`src/rtl/fetch_seq_pkg.sv`:
```
// Shared types and constants for the fetch sequencer and its credit counter.
package fetch_seq_pkg;

  localparam int unsigned FETCH_WORD_BYTES = 4;
  localparam int unsigned FETCH_XLEN       = 32;

  typedef enum logic [1:0] {
    RESET       = 2'd0,
    REQ         = 2'd1,
    WAIT_CREDIT = 2'd2,
    DRAIN       = 2'd3
  } type_fetch_seq_state_e;

  typedef struct packed {
    logic                  req;
    logic [FETCH_XLEN-1:0] addr;
  } type_fetch_req_s;

  typedef struct packed {
    logic                  push;
    logic [31:0]           data;
    logic [FETCH_XLEN-1:0] pc;
  } type_fetch_push_s;

endpackage

```
`src/rtl/fetch_seq_ctrl_if.sv`:
```
// Fetch sequencer bundle: redirect/pop control, MMU/icache request port and
// prefetch buffer push port. master = sequencer, slave = surrounding core.
interface fetch_seq_ctrl_if #(
  parameter int unsigned XLEN = 32
);
  logic            redirect_i;
  logic [XLEN-1:0] redirect_pc_i;
  logic            pop_i;
  logic            mem_req_o;
  logic [XLEN-1:0] mem_addr_o;
  logic            mem_ack_i;
  logic [31:0]     mem_rdata_i;
  logic            buf_push_o;
  logic [31:0]     buf_data_o;
  logic [XLEN-1:0] buf_pc_o;
  logic            buf_flush_o;
  logic [2:0]      occupancy_o;
  logic [31:0]     discard_cnt_o;
  logic [31:0]     starve_cnt_o;

  modport master (
    input  redirect_i, redirect_pc_i, pop_i, mem_ack_i, mem_rdata_i,
    output mem_req_o, mem_addr_o, buf_push_o, buf_data_o, buf_pc_o, buf_flush_o,
    output occupancy_o, discard_cnt_o, starve_cnt_o
  );

  modport slave (
    output redirect_i, redirect_pc_i, pop_i, mem_ack_i, mem_rdata_i,
    input  mem_req_o, mem_addr_o, buf_push_o, buf_data_o, buf_pc_o, buf_flush_o,
    input  occupancy_o, discard_cnt_o, starve_cnt_o
  );
endinterface

```
`src/rtl/fetch_credit_cnt.sv`:
```
// Prefetch buffer occupancy counter: +push, -pop, flush clears. A pop against an
// empty buffer is dropped. Flush wins over both push and pop.
module fetch_credit_cnt
  import fetch_seq_pkg::*;
#(
  parameter int unsigned BUF_DEPTH = 2
) (
  input  logic       clk,
  input  logic       rst_n,
  input  logic       push_i,
  input  logic       pop_i,
  input  logic       flush_i,
  output logic       pop_accepted_o,
  output logic [2:0] occupancy_o
);

  logic [2:0] occ_q;

  assign pop_accepted_o = pop_i && (occ_q != 3'd0);
  assign occupancy_o    = occ_q;

  // Occupancy register.
  always_ff @(posedge clk or negedge rst_n) begin
    if (!rst_n) begin
      occ_q <= 3'd0;
    end else if (flush_i) begin
      occ_q <= 3'd0;
    end else if (push_i && !pop_accepted_o) begin
      occ_q <= occ_q + 3'd1;
    end else if (!push_i && pop_accepted_o) begin
      occ_q <= occ_q - 3'd1;
    end
  end

  // The outstanding request reserves its slot, so a push never lands on a full buffer.
  occ_in_range_a: assert property (@(posedge clk) disable iff (!rst_n)
    occ_q <= 3'(BUF_DEPTH));
  no_overflow_a: assert property (@(posedge clk) disable iff (!rst_n)
    !(push_i && !flush_i && !pop_accepted_o && occ_q >= 3'(BUF_DEPTH)));

endmodule

```
`src/rtl/fetch_seq_ctrl.sv`:
```
// Fetch sequencer: owns the word-aligned fetch address, issues one outstanding
// request at a time, pushes responses under credit control and drains any
// in-flight response after a redirect.
// Optional feature macro: FETCH_PERF_CNT_EN (discard / starvation counters).
module fetch_seq_ctrl
  import fetch_seq_pkg::*;
#(
  parameter int unsigned     XLEN      = 32,
  parameter int unsigned     BUF_DEPTH = 2,
  parameter logic [XLEN-1:0] RESET_PC  = XLEN'(32'h8000_0000)
) (
  input logic              clk,
  input logic              rst_n,
  fetch_seq_ctrl_if.master bus
);

  localparam logic [XLEN-1:0] WORD_MASK = ~XLEN'(FETCH_WORD_BYTES - 1);
  localparam logic [XLEN-1:0] WORD_STEP = XLEN'(FETCH_WORD_BYTES);

  type_fetch_seq_state_e state_q;
  logic [XLEN-1:0]       addr_q;
  logic [XLEN-1:0]       target_q;
  logic                  req_q;

  logic [2:0]      occupancy;
  logic            pop_accepted;
  logic            push;
  logic            has_room;
  logic [XLEN-1:0] redirect_tgt;

  // Push decode and credit check for the word being acked this cycle.
  always_comb begin
    redirect_tgt = bus.redirect_pc_i & WORD_MASK;
    push         = bus.mem_ack_i && (state_q == REQ) && !bus.redirect_i;
    has_room     = (({1'b0, occupancy} + 4'd1 - {3'b000, pop_accepted}) < 4'(BUF_DEPTH));
  end

  fetch_credit_cnt #(
    .BUF_DEPTH (BUF_DEPTH)
  ) u_credit_cnt (
    .clk            (clk),
    .rst_n          (rst_n),
    .push_i         (push),
    .pop_i          (bus.pop_i),
    .flush_i        (bus.redirect_i),
    .pop_accepted_o (pop_accepted),
    .occupancy_o    (occupancy)
  );

  // Fetch FSM with fetch address, drain target and registered request strobe.
  always_ff @(posedge clk or negedge rst_n) begin
    if (!rst_n) begin
      state_q  <= RESET;
      addr_q   <= RESET_PC;
      target_q <= RESET_PC;
      req_q    <= 1'b0;
    end else begin
      unique case (state_q)
        RESET, WAIT_CREDIT: begin
          if (bus.redirect_i) begin
            addr_q  <= redirect_tgt;
            state_q <= REQ;
            req_q   <= 1'b1;
          end else if (state_q == RESET || pop_accepted) begin
            state_q <= REQ;
            req_q   <= 1'b1;
          end
        end
        REQ: begin
          if (bus.redirect_i && !bus.mem_ack_i) begin
            // Request cannot be retracted: keep the old address until its ack.
            target_q <= redirect_tgt;
            state_q  <= DRAIN;
          end else if (bus.redirect_i) begin
            addr_q <= redirect_tgt;
          end else if (bus.mem_ack_i) begin
            addr_q <= addr_q + WORD_STEP;
            if (!has_room) begin
              state_q <= WAIT_CREDIT;
              req_q   <= 1'b0;
            end
          end
        end
        DRAIN: begin
          if (bus.mem_ack_i) begin
            addr_q  <= bus.redirect_i ? redirect_tgt : target_q;
            state_q <= REQ;
          end else if (bus.redirect_i) begin
            target_q <= redirect_tgt;
          end
        end
        default: begin
          state_q <= RESET;
          req_q   <= 1'b0;
        end
      endcase
    end
  end

  req_held_a: assert property (@(posedge clk) disable iff (!rst_n)
    req_q && !bus.mem_ack_i |=> req_q && $stable(addr_q));

  assign bus.mem_req_o   = req_q;
  assign bus.mem_addr_o  = addr_q;
  assign bus.buf_push_o  = push;
  assign bus.buf_data_o  = bus.mem_rdata_i;
  assign bus.buf_pc_o    = addr_q;
  assign bus.buf_flush_o = bus.redirect_i;
  assign bus.occupancy_o = occupancy;

`ifdef FETCH_PERF_CNT_EN
  logic        discard;
  logic [31:0] discard_cnt_q;
  logic [31:0] starve_cnt_q;

  assign discard = bus.mem_ack_i &&
                   ((state_q == REQ && bus.redirect_i) || state_q == DRAIN);

  // Saturating performance counters, cleared only by reset.
  always_ff @(posedge clk or negedge rst_n) begin
    if (!rst_n) begin
      discard_cnt_q <= 32'd0;
      starve_cnt_q  <= 32'd0;
    end else begin
      if (discard && discard_cnt_q != '1) begin
        discard_cnt_q <= discard_cnt_q + 32'd1;
      end
      if (occupancy == 3'd0 && !push && starve_cnt_q != '1) begin
        starve_cnt_q <= starve_cnt_q + 32'd1;
      end
    end
  end

  assign bus.discard_cnt_o = discard_cnt_q;
  assign bus.starve_cnt_o  = starve_cnt_q;
`else
  assign bus.discard_cnt_o = 32'd0;
  assign bus.starve_cnt_o  = 32'd0;
`endif

endmodule

```
`src/flat_wrapper.sv`:
```
// flat-port wrapper written by rule: the top's interface ports become plain ports
module fetch_seq_ctrl_flat import fetch_seq_pkg::*;
#(
  parameter int unsigned     XLEN      = 32,
  parameter int unsigned     BUF_DEPTH = 2,
  parameter logic [XLEN-1:0] RESET_PC  = XLEN'(32'h8000_0000)
)
  (clk, rst_n, bus_redirect_i, bus_redirect_pc_i, bus_pop_i, bus_mem_ack_i, bus_mem_rdata_i, bus_mem_req_o, bus_mem_addr_o, bus_buf_push_o, bus_buf_data_o, bus_buf_pc_o, bus_buf_flush_o, bus_occupancy_o, bus_discard_cnt_o, bus_starve_cnt_o);
  fetch_seq_ctrl_if #(.XLEN(XLEN)) bus_i ();
  input logic clk;
  input logic rst_n;
  input wire logic [$bits(bus_i.redirect_i)-1:0] bus_redirect_i;
  input wire logic [$bits(bus_i.redirect_pc_i)-1:0] bus_redirect_pc_i;
  input wire logic [$bits(bus_i.pop_i)-1:0] bus_pop_i;
  input wire logic [$bits(bus_i.mem_ack_i)-1:0] bus_mem_ack_i;
  input wire logic [$bits(bus_i.mem_rdata_i)-1:0] bus_mem_rdata_i;
  output wire logic [$bits(bus_i.mem_req_o)-1:0] bus_mem_req_o;
  output wire logic [$bits(bus_i.mem_addr_o)-1:0] bus_mem_addr_o;
  output wire logic [$bits(bus_i.buf_push_o)-1:0] bus_buf_push_o;
  output wire logic [$bits(bus_i.buf_data_o)-1:0] bus_buf_data_o;
  output wire logic [$bits(bus_i.buf_pc_o)-1:0] bus_buf_pc_o;
  output wire logic [$bits(bus_i.buf_flush_o)-1:0] bus_buf_flush_o;
  output wire logic [$bits(bus_i.occupancy_o)-1:0] bus_occupancy_o;
  output wire logic [$bits(bus_i.discard_cnt_o)-1:0] bus_discard_cnt_o;
  output wire logic [$bits(bus_i.starve_cnt_o)-1:0] bus_starve_cnt_o;
  assign bus_i.redirect_i = bus_redirect_i;
  assign bus_i.redirect_pc_i = bus_redirect_pc_i;
  assign bus_i.pop_i = bus_pop_i;
  assign bus_i.mem_ack_i = bus_mem_ack_i;
  assign bus_i.mem_rdata_i = bus_mem_rdata_i;
  assign bus_mem_req_o = bus_i.mem_req_o;
  assign bus_mem_addr_o = bus_i.mem_addr_o;
  assign bus_buf_push_o = bus_i.buf_push_o;
  assign bus_buf_data_o = bus_i.buf_data_o;
  assign bus_buf_pc_o = bus_i.buf_pc_o;
  assign bus_buf_flush_o = bus_i.buf_flush_o;
  assign bus_occupancy_o = bus_i.occupancy_o;
  assign bus_discard_cnt_o = bus_i.discard_cnt_o;
  assign bus_starve_cnt_o = bus_i.starve_cnt_o;
  fetch_seq_ctrl #(.XLEN(XLEN), .BUF_DEPTH(BUF_DEPTH), .RESET_PC(RESET_PC)) u_core (.clk(clk), .rst_n(rst_n), .bus(bus_i));
endmodule
```
`config.mk`:
```
export PLATFORM = sky130hd
export DESIGN_NAME = fetch_seq_ctrl_flat
export DESIGN_NICKNAME = d
export VERILOG_FILES = /design/src/rtl/fetch_seq_pkg.sv /design/src/rtl/fetch_seq_ctrl_if.sv /design/src/rtl/fetch_credit_cnt.sv /design/src/rtl/fetch_seq_ctrl.sv /design/src/flat_wrapper.sv
export SDC_FILE = /design/constraint.sdc
export NUM_CORES = 1
export LEC_CHECK = 0
export ABC_AREA = 1
export BUFFER_PORTS_ARGS = -buffer_cell sky130_fd_sc_hd__clkbuf_2
export CAP_MARGIN = 20
export CORE_MARGIN = 4
export CORE_UTILIZATION = 49
export DETAILED_ROUTE_END_ITERATION = 12
export PLACE_DENSITY = 0.82
export REMOVE_ABC_BUFFERS = 1
export SKIP_CTS_REPAIR_TIMING = 1
export SYNTH_ARGS = -nofsm -noshare
export SYNTH_HDL_FRONTEND = slang
export SYNTH_SLANG_ARGS = --single-unit
```
`constraint.sdc`:
```
create_clock -name clk -period 2.4 [get_ports clk]
set_input_delay 0.24 -clock clk [delete_from_list [all_inputs] [get_ports clk]]
set_output_delay 0.24 -clock clk [all_outputs]
set_load 0.01 [all_outputs]
```
==> results of run 1 <==
## state kept, by name (all words and copies together) (netlist names)
register and flops:
u_core.bus.buf_pc_o 32, u_core.target_q 32, u_core.u_credit_cnt.occupancy_o 3, u_core.state_q 2
u_core.bus.mem_req_o 1
## synth_stat cells (3+ instances only)
| library cell | number | share of area, % |
|---|---|---|
| sky130_fd_sc_hd__inv_1 | 33 | 2.2 |
| sky130_fd_sc_hd__a211oi_1 | 3 | 0.41 |
| sky130_fd_sc_hd__inv_2 | 3 | 0.20 |
| sky130_fd_sc_hd__buf_4 | 131 | 18 |
| sky130_fd_sc_hd__a22oi_1 | 3 | 0.41 |
| sky130_fd_sc_hd__xor2_1 | 8 | 1.3 |
| sky130_fd_sc_hd__o21ai_0 | 30 | 2.7 |
| sky130_fd_sc_hd__nor2_2 | 6 | 0.68 |
| sky130_fd_sc_hd__dfrtp_1 | 68 | 31 |
| sky130_fd_sc_hd__o21ai_1 | 13 | 1.2 |
| sky130_fd_sc_hd__nor2_1 | 66 | 4.5 |
| sky130_fd_sc_hd__a21oi_1 | 85 | 7.7 |
| sky130_fd_sc_hd__xnor2_1 | 3 | 0.47 |
| sky130_fd_sc_hd__nor2_4 | 6 | 1.2 |
| sky130_fd_sc_hd__clkbuf_1 | 9 | 0.61 |
| sky130_fd_sc_hd__nand2_1 | 291 | 20 |
| sky130_fd_sc_hd__nand2_2 | 5 | 0.56 |
| sky130_fd_sc_hd__buf_2 | 17 | 1.5 |
| sky130_fd_sc_hd__nand3b_1 | 5 | 0.68 |
| sky130_fd_sc_hd__nand3_1 | 19 | 1.7 |
## cell families after synthesis
logic type      count (synthesis)
xor+xnor                       11
simple gates                  404
flops                          70
compound gates                142
other cells                     1
buf+inv                       197
fa+ha+maj                       3
## tightest hold or removal path: stages
cell and delay [ns]:
sky130_fd_sc_hd__clkbuf_2 0.11, sky130_fd_sc_hd__nand2_1 0.06, sky130_fd_sc_hd__nand2_1 0.05
## stage by stage
stage          worst slack, ns  instances
3_5_place_dp            0.4589        989
6_report                0.4354       1006
5_1_grt                 0.2611       1006
3_3_place_gp            0.4918        989
2_1_floorplan        -0.008293        732
4_1_cts                 0.4322       1005
## layer usage
layer,share of wire [%],global-route usage (%)
met1,43,31.64
met2,43,33.29
met3,13,10.04
met4,1.4,7.918
met5,0.30,4.314
## final cells by class
type	count	area [sq um]	share of cell area, %
multi-input cells	624	2781	47.71
clock buffers	9	225.2	3.863
repair buffers	118	628.1	10.77
inverters	38	142.6	2.447
clock inverters	7	122.6	2.103
well taps	140	175.2	3.005
flip-flops and latches	70	1754	30.09
## where the power goes
group | internal (W) | total [W] | switching [W]
combinational | 0.00134 | 0.00364 | 0.00230
sequential | 0.00175 | 0.00244 | 0.000690
clock | 0.00102 | 0.00156 | 0.000541
total | 0.00410 | 0.00764 | 0.00353
## final timing paths
kind / startpoint / endpoint / slack [ns] / depth (start not counted)
min in group asynchronous: rst_n / u_core.target_q[23] / 0.45 / 3
setup reg to reg: u_core.state_q[0] / u_core.u_credit_cnt.occupancy_o[2] / 0.44 / 9
setup / recovery: u_core.state_q[0] / u_core.u_credit_cnt.occupancy_o[2] / 0.44 / 9
hold / removal: bus_redirect_pc_i[31] / u_core.target_q[31] / 0.13 / 3
max in group asynchronous: rst_n / u_core.bus.buf_pc_o[12] / 1.48 / 3
hold reg to reg: u_core.target_q[31] / u_core.target_q[31] / 0.47 / 2
==> results.txt, run 1 <==
- The run finished with clean final reports.
* Layout net count: 933
* Pin count of the biggest net entering global routing: 43
* Setup violations, final: 0
- From synthesis to final layout, the design area changed by 5.003%.
- Maximum clock insertion buffer count: 2
* Design Power: ~0.0076 W
- Antenna violations before repair: 0
* Slew Limit Fails: 0
* Placement row count: 38
- The worst-case IR drop observed on VDD is about 800 uV.
- Initial DRC count: 251
* Gate count after technology mapping: around 830
* Classification of the worst setup path: reg -> reg
- The die is between 100 and 150 um tall.
* Critical Path AT: roughly 2.2 ns
- After synthesis, the share of cell area in mux cells is 0%.
* Fill cell instance count of the final layout: approximately 1100
- The HPWL after detailed placement is around 11000 um.
- Of the available clock period, the critical path in the final layout requires 81.86%.
* TritonCTS buffer count: 9
- Synthesized-area fraction occupied by ao, oa, aoi and oai cells: between 10% and 20%
- Final instance area: slightly below 0.006 sq mm
* Number of warnings reported in the yosys synthesis log: 0
- Data on the critical path is required at its endpoint by roughly 2.7 ns.
* Max-slew headroom at the worst pin: about three fifths
- In this run the standard cell core region covers roughly 0.011 sq mm.
* Tightest hold margin: 0.1261 ns
- Dominant combinational cell family by area after synthesis: simple AND/OR/NAND/NOR gates
- Final period demand of the worst path: roughly 2.0 ns
- Detailed routing inserted a total of 5084 vias.
- Number of synthesized register bits: 70
- CTS saw 70 sinks.
- Critical path cell sequence: nand2_2 -> nor3_4 -> nand2_1 -> clkinv_1 -> fa_1 -> xnor2_1 -> xor2_1 -> nand3_1 -> o21ai_0
- Max stage delay on crit path: roughly 0.48 ns
- For the worst-skew pair, the clock arrives at the later sink with an insertion delay of 0.34 ns.
- After detailed placement, the total cell area comes to between 0.005 and 0.006 sq mm.
- Max Clock Freq: 509.0 MHz
* Power Density: between 1000 and 1500 mW/mm^2
- After global routing the overflow that remains totals 0.
* Most common cell after layout, fill and taps aside: sky130_fd_sc_hd__nand2_1
- Share of cells above drive strength 1: a little under a fifth
- The routed design has around 15000 um of wire.
* Largest driver fanout on the critical path: 7
- The number of hold violations in the final report came to 0.
- Count of flip-flops with a built-in enable after synthesis: 0
- The slowest stage of the critical path belongs to the cell sky130_fd_sc_hd__dfrtp_1.
* Ant. Diodes: 0
- Number of port buffers: ~100
* Die outline area: approximately 0.013 sq mm
- After Yosys synthesis, and, or, nand and nor cells account for approximately 30% of the synthesized area.
- Via count of the first global-routing pass: roughly 4700
- A synthesized cell averages between 6 and 7 sq um.
- Share of synthesized registers carrying an async set or reset: 100.0%
* Number of ports placed on the die boundary: 235
* CTS tree: built
- In the routed layout, each cell is associated on average with a via count of 5.054.
- Reported leakage power: about 3.1 nW
* First-pass iteration count of the detailed router: 5
- The number of buffers and inverters on the critical path is 1.
- After detailed routing, the number of remaining DRC violations is 0.
- At the end of routability-driven placement, the weighted congestion stood at around 0.86.
* Wire length of the first global-routing pass: about 24000 um
- Grouping stages by cell kind, the critical path spends the most delay in flip-flops.
- Max-cap violations in this run came to 0.
* Type of element launching the critical path: register
- For this run, the leading register cell type out of synthesis is sky130_fd_sc_hd__dfrtp_1.
* Setup repair after global routing missed its margin: false
- XOR/XNOR Fraction of Synth Area: 1.735%
- For the final routed database, the setup TNS stands at 0 ns.
* Die Wd: between 100 and 150 um
- Setup clock skew after layout: slightly below 0.01 ns
- Residual antenna-violating net count after detailed routing: 0
- Netlist Area Pre-Place: approximately 0.0056 sq mm
- Dividing the detail-routed wire length by the instance count gives about 15 um.
- After clock tree synthesis, the clock-pin slew on the worst setup and hold paths is around 0.060 ns.
- For this run, the total global-route usage over all layers was measured as about a quarter.
- The tightest min-delay check is of the in -> reg type.
- Master cell of the clock root buffer: sky130_fd_sc_hd__clkbuf_16
- For this run, the share of the core covered by cells in the final layout is between 50% and 60%.
* H-tree levels: 3
- The synthesized netlist contains 37 unique library cells.
- Most frequent cells in the layout: sky130_fd_sc_hd__nand2_1 (291), sky130_fd_sc_hd__clkbuf_2 (103), sky130_fd_sc_hd__a21oi_1 (85)
- Initial standard-cell utilization of the core: between 50% and 60%
* Category of the worst setup path capture point: register
* Transition time at the pin with the least slew margin: approximately 0.6 ns
* Sequential fraction of the synthesis area: 31.60%
- Summing the areas of all fa, ha and maj instances in the mapped netlist gives 0.8114% of the synthesized area.
Power figures use the tool's default switching activity.
==> run 2: changes to the inputs <==
--- a/config.mk
+++ b/config.mk
@@ -9,9 +9,9 @@
 export BUFFER_PORTS_ARGS = -buffer_cell sky130_fd_sc_hd__clkbuf_2
 export CAP_MARGIN = 20
 export CORE_MARGIN = 4
-export CORE_UTILIZATION = 49
+export CORE_UTILIZATION = 44
 export DETAILED_ROUTE_END_ITERATION = 12
-export PLACE_DENSITY = 0.82
+export PLACE_DENSITY = 0.77
 export REMOVE_ABC_BUFFERS = 1
 export SKIP_CTS_REPAIR_TIMING = 1
 export SYNTH_ARGS = -nofsm -noshare
==> constraint.sdc (replaced) <==
create_clock -name clk -period 1.6 [get_ports clk]
set_input_delay 0.16 -clock clk [delete_from_list [all_inputs] [get_ports clk]]
set_output_delay 0.16 -clock clk [all_outputs]
set_load 0.01 [all_outputs]
==> results.txt, run 2 (synthesis results as in run 1) <==
* H-tree levels: 3 (unchanged)
- The tightest min-delay check is of the in -> reg type.
- The height of the die came to 120.3 um (+5.1%).
- The clock sink count is 70 (unchanged).
* Via count of the first global-routing pass: 5103 (+8.1%)
- Critical path cell sequence: buf_6 -> inv_4 -> nor2_4 -> nor2_4 -> clkinv_4 -> clkbuf_16 -> a21oi_1 -> o21ai_1 -> a21oi_1 -> a21oi_2
- The library cell used most frequently in the layout, excluding fill and tap cells, is sky130_fd_sc_hd__nand2_1.
- The non-filler instance count after layout was 1107 (+10%).
- The total track usage came to 22.32% (-1.1 points).
- The total power divided by cell area is 2023 mW/mm^2 (+54%).
- The critical path's largest stage delay came to 0.40 ns (-0.08 ns).
- Number of ports placed on the die boundary: 235 (unchanged)
- Design Power: 0.01385 W (+81%)
- Routability congestion estimate: 0.9248 (+7.4%)
- The wire length of the first global-routing pass was 25710 um (+6.9%).
- Tightest hold margin: 0.04040 ns (-0.08572 ns)
- The number of rows created at floorplan came to 40 (+5.3%).
* Slew Limit Fails: 0 (unchanged)
* Max Clock Freq: 594.6 MHz (+17%)
- DR vias: 5559 (+9.3%)
- Final core area utilization: 56.30% (+3.2 points)
* Worst-skew pair later-pin latency: 0.34 ns (about the same)
- In this run the clock root is driven by a sky130_fd_sc_hd__clkbuf_16.
- Critical Path AT: 1.90 ns (-0.32 ns)
* Most frequent cells in the layout: sky130_fd_sc_hd__nand2_1 (285), sky130_fd_sc_hd__clkbuf_2 (103), sky130_fd_sc_hd__buf_4 (71)
* Final routed DRC violation total: 0 (unchanged)
- Largest delay contributor family on the critical path: buffers and inverters
* Classification of the worst setup path: reg -> reg
- The number of setup violations in the final report was 9 (+9).
- Initial standard-cell utilization of the core: 45.65% (-4.9 points)
- The sum of overflow across all layers after global routing is 0 (unchanged).
- Category of the worst setup path capture point: register
- Setup repair after global routing could not meet its margin everywhere.
- Setup clock skew after layout: 0.005462 ns (-0.004387 ns)
- Number of port buffers: 104 (unchanged)
- The average vias per placed instance was 5.022 (-0.63%).
- Crit path max-delay cell type: sky130_fd_sc_hd__dfrtp_1
- Antenna violations before repair: 0 (unchanged)
- The area growth from synthesis to layout is 23.33%.
* Core footprint: 0.01216 sq mm (+11%)
- The die footprint is 0.01448 sq mm (+11%).
- Max Cap Viol: 0 (unchanged)
- CTS clock-pin slew for the worst setup and hold paths: 0.06 ns (about the same)
- The number of placed cells counting well taps is 1079 (+9.1%).
* Type of element launching the critical path: register
- The buffer and inverter count on the worst path was 4 (+3).
- The worst endpoint required time came to 1.82 ns (-0.84 ns).
- Initial DRC count: 441 (+76%)
- The setup total negative slack was -0.2129 ns (-0.2129 ns).
- The CTS buffer count came to 9 (unchanged).
- The detailed-route wire length was 17320 um (+13%).
- Max-slew headroom at the worst pin: 62.18% (+3.2 points)
- Status: finished, violations left
* Final period demand of the worst path: 1.682 ns (-0.2829 ns)
- The transition time at the pin with the least slew margin came to 0.5673 ns (-0.04758 ns).
* Violated checks: negative setup slack
- Largest vdd supply drop: 1106 uV (+41%)
* Endpoints failing hold: 0 (unchanged)
- Die Wd: 120.3 um (+5.1%)
- Largest driver fanout on the critical path: 7 (unchanged)
- TritonCTS built the clock tree.
- The count of antenna-violating nets left after detailed routing came to 0 (unchanged).
- The half-perimeter wire length after placement was 11830 um (+6.6%).
- Routed WL per cell: 15.65 um (+3.0%)
- Ant. Diodes: 0 (unchanged)
* Share of cells above drive strength 1: 30.99% (+13 points)
- The number of nets in the finished design is 1006 (+7.8%).
* Least setup slack across all paths after layout: -0.08171 ns (-0.5171 ns)
* Pin count of the biggest net entering global routing: 34 (-21%)
- The detailed-routing iteration count for the pre-antenna-repair pass is 7 (+2).
* Post-route clock period utilization: 105.1% (+23 points)
- The number of buffers on the longest clock path came to 2 (unchanged).
* Reported leakage power: 3.543 nW (+16%)
-- run 2: layout make-up --
class / count / area, sq um
tap: 168 / 210.2
inverter: 38 / 155.1
multi-input combinational: 624 / 3058
sequential: 70 / 1757
fill: 1152 / 5315
clock inverter: 6 / 132.6
timing repair buffer: 191 / 1295
clock buffer: 10 / 239.0
-- run 2: worst paths after layout --
check / cells past startpoint / start / endpoint / slack (ns)
worst max-delay path: 10 / u_core.state_q[0] / u_core.bus.buf_pc_o[20] / -0.08
worst min-delay path: 3 / bus_redirect_pc_i[31] / u_core.target_q[31] / 0.04
worst max register to register: 10 / u_core.state_q[0] / u_core.bus.buf_pc_o[20] / -0.08
worst min register to register: 2 / u_core.target_q[31] / u_core.target_q[31] / 0.46
max in group asynchronous: 3 / rst_n / u_core.bus.buf_pc_o[4] / 0.64
min in group asynchronous: 2 / rst_n / u_core.state_q[1] / 0.35
-- run 2: worst reg2reg max path: stages, from the launching register on --
cell and delay, ns:
sky130_fd_sc_hd__dfrtp_1 0.40, sky130_fd_sc_hd__buf_6 0.14, sky130_fd_sc_hd__inv_4 0.06, sky130_fd_sc_hd__nor2_4 0.04
sky130_fd_sc_hd__nor2_4 0.15, sky130_fd_sc_hd__clkinv_4 0.12, sky130_fd_sc_hd__clkbuf_16 0.19, sky130_fd_sc_hd__a21oi_1 0.13
sky130_fd_sc_hd__o21ai_1 0.10, sky130_fd_sc_hd__a21oi_1 0.17, sky130_fd_sc_hd__a21oi_2 0.09
-- run 2: report_power, final --
group          switching, W  leakage [nW]  internal, W
registers          0.000723         0.842      0.00263
clock network      0.000786         0.179      0.00172
logic               0.00466          2.52      0.00332
total               0.00617          3.54      0.00768
-- run 2: through the flow --
step / area [sq um] / worst slack (ns)
6_report: 6847 / -0.08171
3_5_place_dp: 6010 / -0.1114
5_1_grt: 6847 / -0.1488
3_3_place_gp: 6010 / -0.06080
2_1_floorplan: 4678 / -0.8083
4_1_cts: 6381 / -0.1197
-- run 2: metal layers --
| metal | routed length [um] | track usage [%] |
|---|---|---|
| met1 | 7186 | 28.41 |
| met2 | 7910 | 36.00 |
| met3 | 1967 | 8.185 |
| met4 | 217 | 5.028 |
| met5 | 41 | 4.412 |
